===== src/rtl/fetch_sequencer.sv =====
// Instruction-fetch sequencer: reads instruction memory at the current PC, hands the word
// to the decoder, then steps the PC by increment or branch.
module fetch_sequencer #(
  parameter int ADDR_W  = 8,
  parameter int INSTR_W = 16
) (
  input  logic               clk,
  input  logic               reset,
  input  logic [ADDR_W-1:0]  pc_value,
  output logic               pc_enable,
  output logic               pc_load,
  output logic [ADDR_W-1:0]  pc_load_value,
  output logic               mem_req,
  output logic [ADDR_W-1:0]  mem_addr,
  input  logic               mem_ready,
  input  logic [INSTR_W-1:0] mem_rdata,
  output logic [INSTR_W-1:0] instr,
  output logic               instr_valid,
  input  logic               instr_ack,
  input  logic               branch_req,
  input  logic [ADDR_W-1:0]  branch_target,
  input  logic               halt,
  output logic [1:0]         state_dbg
);

  // Handshakes: a memory read completes on an edge where mem_req and mem_ready are both 1;
  // an instruction is consumed on an edge where instr_valid and instr_ack are both 1.
  typedef enum logic [1:0] {
    FETCH = 2'd0,
    HOLD  = 2'd1,
    ADV   = 2'd2,
    STOP  = 2'd3
  } state_e;

  state_e state;
  logic   branch_flag;

  assign state_dbg = state;

  always_ff @(posedge clk or posedge reset) begin
    if (reset) begin
      state         <= FETCH;
      mem_req       <= 1'b0;
      mem_addr      <= '0;
      instr         <= '0;
      instr_valid   <= 1'b0;
      pc_enable     <= 1'b0;
      pc_load       <= 1'b0;
      pc_load_value <= '0;
      branch_flag   <= 1'b0;
    end else begin
      pc_enable <= 1'b0;
      pc_load   <= 1'b0;
      case (state)
        FETCH: begin
          if (!mem_req) begin
            mem_req  <= 1'b1;
            mem_addr <= pc_value;
          end else if (mem_ready) begin
            instr       <= mem_rdata;
            instr_valid <= 1'b1;
            mem_req     <= 1'b0;
            state       <= HOLD;
          end
        end
        HOLD: begin
          if (instr_ack) begin
            instr_valid <= 1'b0;
            branch_flag <= branch_req;
            if (branch_req) pc_load_value <= branch_target;
            pc_enable   <= !branch_req;
            pc_load     <= branch_req;
            state       <= ADV;
          end
        end
        ADV: begin
          if (halt) begin
            state <= STOP;
          end else begin
            // pc updates on this same edge, so request the address it is about to hold.
            state    <= FETCH;
            mem_req  <= 1'b1;
            mem_addr <= branch_flag ? pc_load_value : pc_value + ADDR_W'(1);
          end
        end
        STOP: begin
          if (!halt) begin
            state    <= FETCH;
            mem_req  <= 1'b1;
            mem_addr <= pc_value;
          end
        end
        default: state <= FETCH;
      endcase
    end
  end

endmodule

===== config.mk =====
export PLATFORM = sky130hd
export DESIGN_NAME = fetch_sequencer
export DESIGN_NICKNAME = d
export VERILOG_FILES = /design/src/rtl/fetch_sequencer.sv
export SDC_FILE = /design/constraint.sdc
export NUM_CORES = 1
export LEC_CHECK = 0
export CORE_ASPECT_RATIO = 1.4
export CORE_MARGIN = 5
export CORE_UTILIZATION = 30
export DETAILED_ROUTE_END_ITERATION = 12
export PLACE_DENSITY = 0.57
export SLEW_MARGIN = 40
export SYNTH_ARGS = -nofsm -noshare
export SYNTH_HDL_FRONTEND = slang
export SYNTH_SLANG_ARGS = --single-unit

===== constraint.sdc =====
create_clock -name clk -period 3.5 [get_ports clk]
set_clock_uncertainty 0.1 [all_clocks]
set_input_delay 0.875 -clock clk [delete_from_list [all_inputs] [get_ports clk]]
set_output_delay 0.875 -clock clk [all_outputs]
set_load 0.05 [all_outputs]

==> metrics.txt <==
EDFF count, synth=0; share of the synthesized area in the top cell type=56.2%; count of cell types in the netlist=37; Cells after Synth=147; Total Power=2.81 mW; worst-margin pin slew=0.583 ns; area of the multi-input gates=718 sq um; First-pass DRT Iterations=4; worst r2r src=state_dbg[1]; slowest CP cell=clkdlybuf4s50_1; crit share post-route=74.1%; asr flop ratio synth=100%; P&R area growth vs syn=50.9%; via count=1410; initial antenna violation count=0; Largest stage delay, worst path=0.85 ns; CP Data Required Time=2.52 ns; Hold Crit Class=reg2reg; Pins Over Slew Limit=0; main flop type after synthesis=dfrtp_1; initial drt markers=50; Global Route Usage Sum=13.1%; Leak=1.07 nW; top post-synthesis cells by area=dfrtp_1 (56%), mux2_2 (16%), nand2_1 (3.5%); post-cts resize count=0; share of layout cells above drive strength 1=17.0%; largest net degree at the start of global routing=40; Worst slew margin=61.1%; Syn. warnings=0; crit path launch=state_dbg[1]; routed wire length=4570 microns; Pwr Density=1070 mW/mm^2; CTS Hold Bufs=0; Post-layout nets=263; clock slew at reported path FFs=0.07 ns; RSZ-0062 raised after global routing=no; hpwl dp=3360 microns; clock sink count=39; Die Ht=100 microns; register area share after synthesis=56.2%; core area=0.00557 sq mm; min Tclk post-route=2.59 ns; FF+latch area=976 sq um; die area=0.00743 sq mm; worst skew pair latency=0.28 ns; data arrival time of the worst path=1.62 ns; # IOs=76; fmax=386 MHz; WS Path Type=reg2out; syn_nets=186; setup TNS after final layout=0 ns; Hold Crit Endpoint=mem_addr[0]; commonest non-fill, non-tap cells in the layout=clkdlybuf4s50_1 (75), dfrtp_1 (39), mux2_2 (24), nand2_1 (16); vias in the first global route=1551; Crit Path Max Fanout=8; Clock Tree Buf Depth=2; Avg Inst Size Synth=11.8 sq um; placement row count=32; hold_sp=mem_addr[0]; post-CTS setup buffer count=0; Max H-tree Level=2; Worst path top cell family by delay=buffers and inverters; R2R Setup Slk=1.76 ns; Crit. End Element=primary output; Max-Cap Viols=0; ANT cells=0; CTS tree=done; Initial Utilization=31.2%; global route total overflow=0; final RePlAce weighted congestion=0.767; # setup viols final=0; Area after DPL=0.00254 sq mm; drt drc=0; most common cell after layout, fill and taps aside=clkdlybuf4s50_1; Final Hold Vio Count=0; #FFs+latches synth=39; PortBufs=75; first-pass GRT wire length=7530 microns; Design Area, Final=0.00262 sq mm; VDD IR max=0.000526 V; die width=74.3 microns; CP Launch Type=register; worst hold stages=2; routed wire length per instance=15.7 microns; Root Driver=clkbuf_8; fill count=521; worst path cell trace=clkdlybuf4s50_1; ANT nets after route=0; Synth area leader=dfrtp_1; total CTS buffers=5; Worst R2R Path Depth=2; status=finished, final reports clean; Mapped Area=0.00174 sq mm; r2r endpoint=instr[8]; CP bufs+invs=1; via-per-instance ratio=4.85
-- worst max path at each step --
stage,to,slack (ns),cells past startpoint
after CTS,state_dbg[1],0.92,1
after floorplan,mem_addr[6],1.42,5
after global routing,state_dbg[1],0.83,1
after global placement,mem_addr[5],0.78,5
final,state_dbg[1],0.91,1
after detailed placement,mem_addr[6],0.76,6
-- metal layers --
metal	share of wire [%]	global-route usage, %	vias to the layer above
met4	0.96	3.70	0
met3	15	7.31	4
li1	-	-	676
met5	0	0	-
met2	45	20.2	69
met1	39	15.7	661
-- area by class of cell --
| class | count | share of cell area [%] |
|---|---|---|
| multi-input cells | 99 | 27.4 |
| flip-flops and latches | 39 | 37.2 |
| repair buffers | 76 | 28.9 |
| clock buffers | 6 | 2.77 |
| inverters | 3 | 0.430 |
| well taps | 68 | 3.25 |
-- cells in the mapped netlist (all sizes together) (3+ instances only) --
master / number
nor2: 7
inv: 3
mux2: 24
or2: 3
a21oi: 6
nand3: 5
buf: 5
o21ai: 8
nand2: 16
dfrtp: 39
-- stage by stage --
stage	cells	hold slack (ns)	worst slack (ns)	util (%)
2_1_floorplan	147	0.608	1.42	-
3_3_place_gp	285	0.365	0.775	45.7
3_5_place_dp	285	0.375	0.761	45.7
4_1_cts	291	0.393	0.918	47.0
5_1_grt	291	0.418	0.834	47.1
6_report	291	0.383	0.907	47.1
-- cells by family after synthesis --
kind of cell	count (synthesis)	share of synthesized area, %
and+or+nand+nor	44	13.2
adders and majority gates	1	0.720
buffers and inverters	9	2.67
AOI/OAI and AO/OA	29	11.1
DFF	39	56.2
muxes	25	16.1
-- sequential cells by signal, summed over array words and instances, names as in the netlist, 2 cells and up --
register       flops
pc_load_value      8
mem_addr           8
instr             16
state_dbg          2
-- power by group --
group          switching [mW]  total, mW  internal [mW]  leakage, nW
sequential              0.160      0.829          0.669        0.465
combinational            1.07       1.70          0.629        0.569
clock                   0.146      0.279          0.133       0.0371
Note: power is estimated with default switching activity, not from simulation.
